### src/rtl/dp_result_collector.sv
// Serializes the two dot-product adder result streams into one output stream
// (lane interleave in split mode, lane-1 sums only in add mode) and signals job completion.
module dp_result_collector #(
    parameter int DATA_WIDTH = 32,
    parameter int CNT_WIDTH  = 16
) (
    input  logic                    clk_i,
    input  logic                    rst_ni,
    input  logic                    test_mode_i,
    input  logic                    clear_i,
    input  logic                    start_i,
    input  logic                    add_enable_i,
    input  logic [CNT_WIDTH-1:0]    n_results_i,
    input  logic                    in0_valid_i,
    output logic                    in0_ready_o,
    input  logic [DATA_WIDTH-1:0]   in0_data_i,
    input  logic [DATA_WIDTH/8-1:0] in0_strb_i,
    input  logic                    in1_valid_i,
    output logic                    in1_ready_o,
    input  logic [DATA_WIDTH-1:0]   in1_data_i,
    input  logic [DATA_WIDTH/8-1:0] in1_strb_i,
    output logic                    out_valid_o,
    input  logic                    out_ready_i,
    output logic [DATA_WIDTH-1:0]   out_data_o,
    output logic [DATA_WIDTH/8-1:0] out_strb_o,
    output logic                    busy_o,
    output logic                    done_o
);

    localparam int STRB_WIDTH = DATA_WIDTH / 8;
    localparam logic [CNT_WIDTH-1:0] CNT_ONE = CNT_WIDTH'(1);

    typedef enum logic [1:0] {IDLE, TAKE0, TAKE1, DONE} state_t;

    state_t                  state_reg, state_next;
    logic [CNT_WIDTH-1:0]    cnt_reg, cnt_next;
    logic [CNT_WIDTH-1:0]    len_reg, len_next;
    logic                    add_reg, add_next;
    logic                    out_valid_reg, out_valid_next;
    logic [DATA_WIDTH-1:0]   out_data_reg, out_data_next;
    logic [STRB_WIDTH-1:0]   out_strb_reg, out_strb_next;
    logic                    busy_reg, busy_next;
    logic                    done_reg, done_next;

    logic                    can_load;
    logic                    hs0, hs1;
    logic [CNT_WIDTH-1:0]    cnt_inc;
    logic                    unused_test_mode;

    assign unused_test_mode = test_mode_i;

    // The output register can take a new beat when empty or draining this cycle.
    assign can_load    = !out_valid_reg || out_ready_i;
    assign in0_ready_o = (state_reg == TAKE0) && can_load;
    assign in1_ready_o = (state_reg == TAKE1) && can_load;
    assign hs0         = in0_valid_i && in0_ready_o;
    assign hs1         = in1_valid_i && in1_ready_o;
    assign cnt_inc     = cnt_reg + CNT_ONE;

    always_comb begin
        state_next     = state_reg;
        cnt_next       = cnt_reg;
        len_next       = len_reg;
        add_next       = add_reg;
        busy_next      = busy_reg;
        done_next      = 1'b0;
        out_data_next  = out_data_reg;
        out_strb_next  = out_strb_reg;
        out_valid_next = out_ready_i ? 1'b0 : out_valid_reg;

        case (state_reg)
            IDLE: begin
                if (start_i) begin
                    len_next  = n_results_i;
                    add_next  = add_enable_i;
                    cnt_next  = '0;
                    busy_next = 1'b1;
                    if (n_results_i == '0)
                        state_next = DONE;
                    else
                        state_next = add_enable_i ? TAKE1 : TAKE0;
                end
            end
            TAKE0: begin
                if (hs0) begin
                    cnt_next   = cnt_inc;
                    state_next = (cnt_inc == len_reg) ? DONE : TAKE1;
                end
            end
            TAKE1: begin
                if (hs1) begin
                    cnt_next = cnt_inc;
                    if (cnt_inc == len_reg)
                        state_next = DONE;
                    else
                        state_next = add_reg ? TAKE1 : TAKE0;
                end
            end
            DONE: begin
                // Finish once the last beat has left the output register.
                if (can_load) begin
                    done_next  = 1'b1;
                    busy_next  = 1'b0;
                    state_next = IDLE;
                end
            end
            default: state_next = IDLE;
        endcase

        if (hs0) begin
            out_data_next  = in0_data_i;
            out_strb_next  = in0_strb_i;
            out_valid_next = 1'b1;
        end else if (hs1) begin
            out_data_next  = in1_data_i;
            out_strb_next  = in1_strb_i;
            out_valid_next = 1'b1;
        end

        if (clear_i) begin
            state_next     = IDLE;
            cnt_next       = '0;
            out_valid_next = 1'b0;
            busy_next      = 1'b0;
            done_next      = 1'b0;
        end
    end

    always_ff @(posedge clk_i or negedge rst_ni) begin
        if (!rst_ni) begin
            state_reg     <= IDLE;
            cnt_reg       <= '0;
            len_reg       <= '0;
            add_reg       <= 1'b0;
            out_valid_reg <= 1'b0;
            out_data_reg  <= '0;
            out_strb_reg  <= '0;
            busy_reg      <= 1'b0;
            done_reg      <= 1'b0;
        end else begin
            state_reg     <= state_next;
            cnt_reg       <= cnt_next;
            len_reg       <= len_next;
            add_reg       <= add_next;
            out_valid_reg <= out_valid_next;
            out_data_reg  <= out_data_next;
            out_strb_reg  <= out_strb_next;
            busy_reg      <= busy_next;
            done_reg      <= done_next;
        end
    end

    assign out_valid_o = out_valid_reg;
    assign out_data_o  = out_data_reg;
    assign out_strb_o  = out_strb_reg;
    assign busy_o      = busy_reg;
    assign done_o      = done_reg;

endmodule

### config.mk
export PLATFORM = sky130hd
export DESIGN_NAME = dp_result_collector
export DESIGN_NICKNAME = d
export VERILOG_FILES = /design/src/rtl/dp_result_collector.sv
export SDC_FILE = /design/constraint.sdc
export NUM_CORES = 1
export LEC_CHECK = 0
export ABC_CLOCK_PERIOD_IN_PS = 6100
export BUFFER_PORTS_ARGS = -buffer_cell sky130_fd_sc_hd__buf_4
export CORE_ASPECT_RATIO = 1.4
export CORE_MARGIN = 10
export CORE_UTILIZATION = 45
export DETAILED_ROUTE_END_ITERATION = 12
export PLACE_DENSITY = 0.73
export SLEW_MARGIN = 20
export SYNTH_ARGS = -nofsm -noshare
export SYNTH_HDL_FRONTEND = slang
export SYNTH_SLANG_ARGS = --single-unit
### constraint.sdc
create_clock -name clk_i -period 6.1 [get_ports clk_i]
set_input_delay 0.61 -clock clk_i [delete_from_list [all_inputs] [get_ports clk_i]]
set_output_delay 0.61 -clock clk_i [all_outputs]
set_load 0.02 [all_outputs]
==> metrics.md, run 1 <==
| Metric | Value |
|---|---|
| Status | complete, no violations |
| Die Width | 101 µm |
| Synth cell count leaders | dfrtp_1, nor2_1, a21oi_1, mux2i_1, nand2_1 |
| Final setup margin | 2.69 ns |
| Crit Path Class | flip-flop to flip-flop |
| Initial Util | 45.9% |
| Post-placement cell count | 625 |
| Mapped Cells | 408 |
| Worst path slowest cell | or3b_1 |
| First-pass GRT wire length | 18.3 mm |
| Hold WS | 0.406 ns |
| Crit-path cells | inv_1 -> ha_1 -> or3_1 -> a41oi_2 -> or3b_1 -> o21ba_2 -> o21ai_1 -> o41ai_1 |
| Wire length per cell | 17.3 µm |
| Synth cell types | 55 |
| Syn Std Cell Area | 0.00412 mm² |
| Max stage delay on crit path | 0.78 ns |
| CTS sink cnt | 74 |
| Total power | 2.39 mW |
| Finished Layout Cells | 641 |
| Met3 track demand over resource | 9.63% |
| Die footprint | 0.0134 mm² |
| Drt pass-1 iters | 4 |
| Sequential fraction of the synthesis area | 44.9% |
| Ys async rst share | 100% |
| Core area | 0.00898 mm² |
| Critical path depth | 8 |
| Total GRT Usage | 17.0% |
| Max reg flops | 32 |
| FP Rows | 41 |
| Prevailing post-synth register cell | dfrtp_1 |
| Max-slew violations | 0 |
| Synthesis Warnings | 0 |
| GP Congestion | 0.810 |
| Fin. Hold Viols | 0 |
| Total gr overflow | 0 |
| DRT iter0 DRCs | 109 |
| Antenna viol nets, final | 0 |
| Final setup fails | 0 |
| Post-Route WL | 11.1 mm |
| GR met1 Demand/Resource | 18.0% |
| Number of global-route vias before repair | 3,757 |
| Worst-Margin Slew | 0.924 ns |
| CTS tree | yes |
| H-tree lvl count | 3 |
| Share of the synthesized area in the top cell type | 44.9% |
| Number of setup buffers added after CTS | 0 |
| Reg2reg path depth | 8 |
| Pre-CTS WS | 2.70 ns |
| WP data arrival | 3.59 ns |
| Residual DRC count | 0 |
| Initial antenna violation count | 0 |
| Resized cells post-CTS | 0 |
| Largest net degree at the start of global routing | 75 |
| CTS Buf Count | 9 |
| Synth top area cells | dfrtp_1, mux2i_1, a21oi_1 |
| Layout cells sized above 1 | 35.0% |
| Hold Crit Class | input port to async pin |
| Max-cap violations | 0 |
| Crit path max fanout | 25 |
| Grt met2 use | 27.3% |
| Most frequent cell after synthesis | dfrtp_1 |
| Vias | 3,441 |
| Area Growth Syn to Fin | 32.9% |
| # IOs | 138 |
| Crit end category | flip-flop |
| Setup TNS | 0 ns |
| Clk root buf | clkbuf_16 |
| Type of origin of the critical path | flip-flop |
| Post-synth net total | 510 |
| Max frequency | 0.294 GHz |
| Largest area contributor in the synthesized netlist | dfrtp_1 |
| WP buf/inv | 1 |
| PortBufs | 136 |
| Syn Area/Cell | 10.1 µm² |
| Yosys reg bits | 74 |
| Relative slew slack | 38.4% |
| Final period util | 55.8% |
| Diode count | 0 |
| Clk_skew | 0.00680 ns |
| RSZ-0062 raised after global routing | false |
| Minimum clock period | 3.41 ns |
| Clock Latency Late Sink | 0.33 ns |
| CTS Buffer Depth | 2 |
| Pwr per Cell Area | 436 mW/mm² |
| Post-detail-place hpwl | 8.53 mm |
| Nets@finish | 631 |
| EDFF count, synth | 0 |
| CTS Hold Bufs | 0 |
| Worst vdd ir | 0.215 mV |
| Crit-path leading delay family | compound AO/OA/AOI/OAI gates |
| WP data required | 6.28 ns |
| P_leak | 2.68 nW |
| DR vias/cell | 5.37 |
| Die Ht | 133 µm |
| Clk slew on worst S/H paths | 0.06 ns |
| Global route hottest layer | met2 |
==> report_power, final <==
group | total (mW) | switching [mW] | internal (mW) | leakage [nW]
registers | 0.810 | 0.131 | 0.679 | 0.883
logic | 1.01 | 0.559 | 0.452 | 1.64
clock network | 0.567 | 0.200 | 0.368 | 0.156
==> logic make-up (layout without fill, tap and decap cells) <==
logic type	count (synthesis)	count (layout)	synth area share [%]
fa+ha+maj	5	5	1.52
simple gates	122	122	16.1
flops	74	74	44.9
compound gates	90	90	14.2
buf+inv	38	164	4.34
mux	54	54	13.6
xor+xnor	25	25	5.31
==> final timing paths <==
kind,start,end,slack [ns]
worst max-delay path,state_reg[0],cnt_reg[5],2.69
worst min-delay path,rst_ni,cnt_reg[5],0.41
worst max register to register,state_reg[0],cnt_reg[5],2.69
worst min register to register,cnt_reg[15],cnt_reg[15],0.52
max in group asynchronous,rst_ni,cnt_reg[13],5.08
min in group clk_i,clear_i,done_o,0.50
==> per-layer routing <==
metal	part of all wire, %	vias to the layer above
met5	0	-
met4	1.4	0
met3	11	12
met2	51	120
met1	37	1629
li1	-	1680
==> cells in the final DEF, fill, tap and decap left out, types with 3 or more instances in the layout <==
cell type,n
a211oi_1,3
a21oi_1,40
a31oi_1,3
and3_1,4
buf_4,137
clkbuf_16,9
dfrtp_1,74
ha_1,5
inv_1,11
mux2_2,17
mux2i_1,37
nand2_1,18
nand2b_1,6
nand3_1,6
nand4_1,4
nor2_1,52
nor3_1,4
nor3_2,3
nor4_1,6
o21ai_0,13
o21ai_1,8
o31ai_1,6
xnor2_1,17
xor2_1,8
==> metrics by stage <==
stage	instance area (µm²)	utilization, %
floorplan	4120	-
global placement	5150	57.4
detailed placement	5150	57.4
CTS	5470	61.0
global route	5480	61.0
finish	5480	61.0
==> area by class of cell <==
cell class / count / area, µm²
flip-flops and latches: 74 / 1850
clock buffers: 11 / 243
inverters: 11 / 41.3
multi-input cells: 296 / 2100
fillers: 738 / 3500
clock inverters: 5 / 77.6
repair buffers: 137 / 1030
well taps: 107 / 134
Power figures use the tool's default switching activity.
==> run 2, diff against run 1 <==
- ABC_AREA: not set -> 1
- ABC_CLOCK_PERIOD_IN_PS: 6100 -> 3400
- clock period: 6.1 -> 3.4 ns (I/O delays scaled with it)
==> metrics.md, run 2 <==
| Metric | Value |
|---|---|
| DRT iter0 DRCs | 167 |
| Final core occ | 61.3% |
| Psw | 1.69 mW |
| Largest area contributor in the synthesized netlist | dfrtp_1 |
| Total gr overflow | 0 |
| Fill cells | 822 |
| Type of origin of the critical path | flip-flop |
| Syn Std Cell Area | 0.00407 mm² |
| Initial antenna violation count | 0 |
| Largest net degree at the start of global routing | 75 |
| Prevailing post-synth register cell | dfrtp_1 |
| Max-cap violations | 0 |
| First-pass GRT wire length | 20.9 mm |
| Most frequent cells in the layout | nand2_1, buf_4, o21ai_0 |
| Ys async rst share | 100% |
| Pwr per Cell Area | 771 mW/mm² |
| CTS Hold Bufs | 0 |
| Clk slew on worst S/H paths | 0.06 ns |
| CTS sink cnt | 74 |
| Total power | 4.22 mW |
| Wire length per cell | 16.1 µm |
| Final setup fails | 0 |
| PortBufs | 136 |
| P_leak | 2.73 nW |
| Residual DRC count | 0 |
| Area Growth Syn to Fin | 34.4% |
| WP data arrival | 2.98 ns |
| CTS Buf Count | 9 |
| RR Startpoint | state_reg[1] |
| Resized cells post-CTS | 0 |
| Nets@finish | 784 |
| Number of global-route vias before repair | 4,155 |
| Combinational share of power | 42.4% |
| Total GRT Usage | 19.3% |
| Setup TNS | 0 ns |
| Placement Cell Area | 0.00516 mm² |
| Post-detail-place hpwl | 9.79 mm |
| Relative slew slack | 33.7% |
| Sequential fraction of the synthesis area | 45.5% |
| Synth top area cells | dfrtp_1, nand2_1, o21ai_0 |
| Post-synth net total | 653 |
| Synth cell count leaders | nand2_1, o21ai_0, dfrtp_1, nor2_1, inv_1 |
| Core area | 0.00893 mm² |
| Internal | 2.53 mW |
| Layout cells sized above 1 | 24.9% |
| Synth cell types | 32 |
| Max reg flops | 32 |
| Yosys reg bits | 74 |
| Max-slew violations | 0 |
| DR vias/cell | 5.26 |
| Syn Area/Cell | 7.38 µm² |
| Fin. Hold Viols | 0 |
| Antenna viol nets, final | 0 |
| Diode count | 0 |
| Most frequent cell after synthesis | nand2_1 |
| Clock Latency Late Sink | 0.34 ns |
| FP Rows | 41 |
| Commonest non-fill, non-tap cell in the layout | nand2_1 |
| H-tree lvl count | 3 |
| Hold Crit Class | input port to async pin |
| Crit Path Class | flip-flop to flip-flop |
| Max frequency | 0.366 GHz |
| CTS tree | yes |
| # IOs | 138 |
| Initial Util | 45.6% |
| Die Width | 100 µm |
| Worst-Margin Slew | 0.992 ns |
| GP Congestion | 0.930 |
| Mapped Cells | 551 |
| Worst r2r dst | cnt_reg[1] |
| Clk pwr share | 23.2% |
| Post-Route WL | 12.8 mm |
| Final Instance Area | 0.00547 mm² |
| Minimum clock period | 2.73 ns |
| RSZ-0062 raised after global routing | false |
| Clk root buf | clkbuf_16 |
| Reg2reg path depth | 12 |
| WP data required | 3.65 ns |
| Number of setup buffers added after CTS | 0 |
| Status | complete, no violations |
| Share of the synthesized area in the top cell type | 45.5% |
| Final period util | 80.3% |
| Crit path max fanout | 16 |
| EDFF count, synth | 0 |
| Die Ht | 133 µm |
| Die footprint | 0.0133 mm² |
| Worst vdd ir | 0.455 mV |
| Reg-to-reg slack, setup | 0.67 ns |
| Synthesis Warnings | 0 |
| CTS Buffer Depth | 2 |
| Sequential fraction of design power | 34.3% |
| Vias | 4,169 |
| Crit end category | flip-flop |
| Clk_skew | 0.00658 ns |
| Switching Fraction | 40.0% |
| Drt pass-1 iters | 6 |
-- run 2: changes by cell type in the layout (fill, tap and decap cells not counted), moves of 7 or more --
cell | previous run | this run
inv_1 | 11 | 53
nor2_2 | 0 | 7
nor2_1 | 52 | 68
nand4_1 | 4 | 14
mux2i_1 | 37 | 0
o22ai_1 | 0 | 12
a21oi_1 | 40 | 3
o21ai_0 | 13 | 91
nand3_1 | 6 | 29
xnor2_1 | 17 | 0
mux2_2 | 17 | 0
nand2_1 | 18 | 142
-- run 2: logic make-up (layout without fill, tap and decap cells) --
family,count (synthesis),after routing,share of synthesized area (%)
simple gates,282,282,30.2
xor+xnor,4,4,1.26
fa+ha+maj,5,5,1.54
flops,74,74,45.5
compound gates,111,111,14.4
buf+inv,75,210,7.16
-- run 2: worst max-delay path by stage --
| stage | cells after the start | slack, ns | endpoint | from |
|---|---|---|---|---|
| 3_5_place_dp | 11 | 0.69 | out_data_o[15] | state_reg[1] |
| 6_report | 12 | 0.67 | cnt_reg[1] | state_reg[1] |
| 5_1_grt | 12 | 0.41 | cnt_reg[14] | state_reg[1] |
| 4_1_cts | 12 | 0.66 | cnt_reg[1] | state_reg[1] |
| 3_3_place_gp | 12 | 0.78 | cnt_reg[1] | state_reg[1] |
| 2_1_floorplan | 13 | 1.32 | cnt_reg[13] | state_reg[0] |
-- run 2: final cells by class --
type / instances / area (µm²) / area share, %
multi-input combinational: 402 / 1930 / 35.2
sequential: 74 / 1850 / 33.9
timing repair buffer: 139 / 1040 / 19.1
clock buffer: 13 / 270 / 4.94
inverter: 56 / 210 / 3.84
tap: 107 / 134 / 2.45
clock inverter: 2 / 35.0 / 0.640
-- run 2: metal layers --
metal / up-vias / share of wire, % / global-route usage [%]
met1: 1927 / 37 / 20.2
met5: - / 0 / 0
li1: 2058 / - / -
met4: 0 / 2.7 / 8.74
met3: 16 / 11 / 9.74
met2: 168 / 49 / 31.3
-- run 2: per-stage QoR --
stage	setup slack (ns)	cells	hold slack [ns]
floorplan	1.32	551	0.0444
global placement	0.780	778	0.469
detailed placement	0.691	778	0.475
CTS	0.661	793	0.186
global route	0.414	793	0.204
finish	0.670	793	0.146
-- run 2: power groups by stage --
stage	combinational [mW]	sequential (mW)	clock (mW)
after detailed placement	1.80	1.45	0
after CTS	1.80	1.45	1.01
after global placement	1.77	1.44	0
after global routing	1.99	1.49	1.03
after floorplan	0.832	1.67	0
final	1.79	1.45	0.980
-- run 2: worst max-delay path: stages (launching register included) --
cell	delay, ns
dfrtp_1	0.40
inv_1	0.08
ha_1	0.19
inv_1	0.06
nor2_1	0.16
nand2_1	0.33
a22oi_1	0.29
nor2_1	0.09
nor2_1	0.09
nand2_1	0.13
inv_2	0.31
nand3_4	0.29
o21ai_0	0.23
==> run 3, diff against run 2 <==
- ABC_CLOCK_PERIOD_IN_PS: 3400 -> 2500
- PLACE_DENSITY: 0.73 -> 0.76
- clock period: 3.4 -> 2.5 ns (I/O delays scaled with it)
==> metrics.md, run 3 (synthesized netlist as in run 2, its figures left out) <==
| Metric | Value |
|---|---|
| Worst vdd ir | 0.616 mV |
| Nets@finish | 788 |
| Crit path max fanout | 16 |
| Initial Util | 45.6% |
| Pwr per Cell Area | 1040 mW/mm² |
| FP Rows | 41 |
| GP Congestion | 0.907 |
| Layout cells sized above 1 | 25.0% |
| CTS Buffer Depth | 2 |
| Core area | 0.00893 mm² |
| Final period util | 89.9% |
| Max stage delay on crit path | 0.41 ns |
| Die footprint | 0.0133 mm² |
| Crit-path leading delay family | simple AND/OR/NAND/NOR gates |
| First-pass GRT wire length | 21.2 mm |
| Resized cells post-CTS | 0 |
| Initial antenna violation count | 0 |
| Clk root buf | clkbuf_16 |
| P_leak | 2.73 nW |
| Setup TNS | 0 ns |
| Total gr overflow | 0 |
| Crit-path cells | inv_1 -> ha_1 -> inv_1 -> nor2_1 -> nand2_1 -> a22oi_1 -> nor2_1 -> nor2_1 -> nand2_1 -> inv_2 -> nand3_4 -> o21ai_0 |
| Area Growth Syn to Fin | 34.9% |
| RSZ-0062 raised after global routing | false |
| Post-detail-place hpwl | 9.90 mm |
| Max frequency | 0.445 GHz |
| # IOs | 138 |
| Crit Path Class | flip-flop to flip-flop |
| Fin. Hold Viols | 0 |
| Post-Route WL | 12.8 mm |
| Hold WS | 0.0441 ns |
| Clk slew on worst S/H paths | 0.06 ns |
| Finished Layout Cells | 798 |
| DRT iter0 DRCs | 192 |
| WP buf/inv | 3 |
| Number of setup buffers added after CTS | 0 |
| Type of origin of the critical path | flip-flop |
| WP data required | 2.75 ns |
| Placement Cell Area | 0.00521 mm² |
| CTS Buf Count | 9 |
| Drt pass-1 iters | 4 |
| Clock Latency Late Sink | 0.34 ns |
| Wire length per cell | 16.0 µm |
| Relative slew slack | 36.3% |
| CTS Hold Bufs | 0 |
| Vias | 4,151 |
| Max reg flops | 32 |
| Fill cells | 836 |
| Final setup fails | 0 |
| CTS sink cnt | 74 |
| Total power | 5.68 mW |
| Number of global-route vias before repair | 4,376 |
| Residual DRC count | 0 |
| Max-cap violations | 0 |
| Die Width | 100 µm |
| PortBufs | 136 |
| Worst path slowest cell | dfrtp_1 |
| CTS tree | yes |
| H-tree lvl count | 3 |
| Total GRT Usage | 19.8% |
| Worst-Margin Slew | 0.956 ns |
| Clk_skew | 0.00364 ns |
| Diode count | 0 |
| Post-placement cell count | 782 |
| Crit end category | flip-flop |
| CP most frequent cell | nor2_1 |
| Most frequent cells in the layout | nand2_1, buf_4, o21ai_0 |
| DR vias/cell | 5.20 |
| WP data arrival | 2.50 ns |
| Final Instance Area | 0.00549 mm² |
| Antenna viol nets, final | 0 |
| Max-slew violations | 0 |
| Hold Crit Class | input port to async pin |
| Status | complete, no violations |
| Largest net degree at the start of global routing | 75 |
| Die Ht | 133 µm |
| Minimum clock period | 2.25 ns |
==> run 3: layout make-up <==
type,instances,area (µm²),area share [%]
Multi-Input combinational cell,402,1930,35.1
Clock inverter,3,40.0,0.730
Tap cell,107,134,2.44
Inverter,56,210,3.83
Timing Repair Buffer,143,1090,19.8
Sequential cell,74,1850,33.7
Clock buffer,13,240,4.38
==> run 3: through the flow <==
| step | worst slack [ns] | util (%) |
|---|---|---|
| 6_report | 0.253 | 61.5 |
| 3_5_place_dp | 0.273 | 58.3 |
| 2_1_floorplan | 0.423 | - |
| 4_1_cts | 0.241 | 61.5 |
| 5_1_grt | 0.00775 | 61.5 |
| 3_3_place_gp | 0.426 | 58.3 |
==> run 3: routing by layer <==
layer / GRT usage [%] / up-vias / wire length [µm]
met5: 0 / - / 0
met4: 8.35 / 0 / 398
met3: 10.8 / 27 / 1430
met2: 31.5 / 146 / 6180
met1: 21.1 / 1914 / 4760
li1: - / 2064 / -
==> run 3: worst reg2reg max path, stage by stage (launching register included) <==
cell and delay [ns]:
dfrtp_1 0.41, inv_1 0.10, ha_1 0.25, inv_1 0.06, nor2_1 0.17, nand2_1 0.10
a22oi_1 0.23, nor2_1 0.10, nor2_1 0.11, nand2_1 0.12, inv_2 0.10, nand3_4 0.19
o21ai_0 0.24
==> run 3: report_power, final <==
group	leakage (nW)	internal (mW)	total (mW)	switching, mW
combinational	1.65	0.976	2.46	1.48
sequential	0.944	1.65	1.97	0.322
clock	0.138	0.770	1.25	0.482
==> run 3: final timing paths <==
path / start / end / slack (ns) / cells past startpoint
max in group asynchronous: rst_ni / out_data_o[8] / 1.82 / 1
min reg2reg: out_data_o[25] / out_data_o[25] / 0.48 / 2
min: rst_ni / len_reg[3] / 0.04 / 1
max reg2reg: state_reg[0] / cnt_reg[1] / 0.25 / 12
min in group clk_i: clear_i / out_valid_o / 0.11 / 2
max: state_reg[0] / cnt_reg[1] / 0.25 / 12
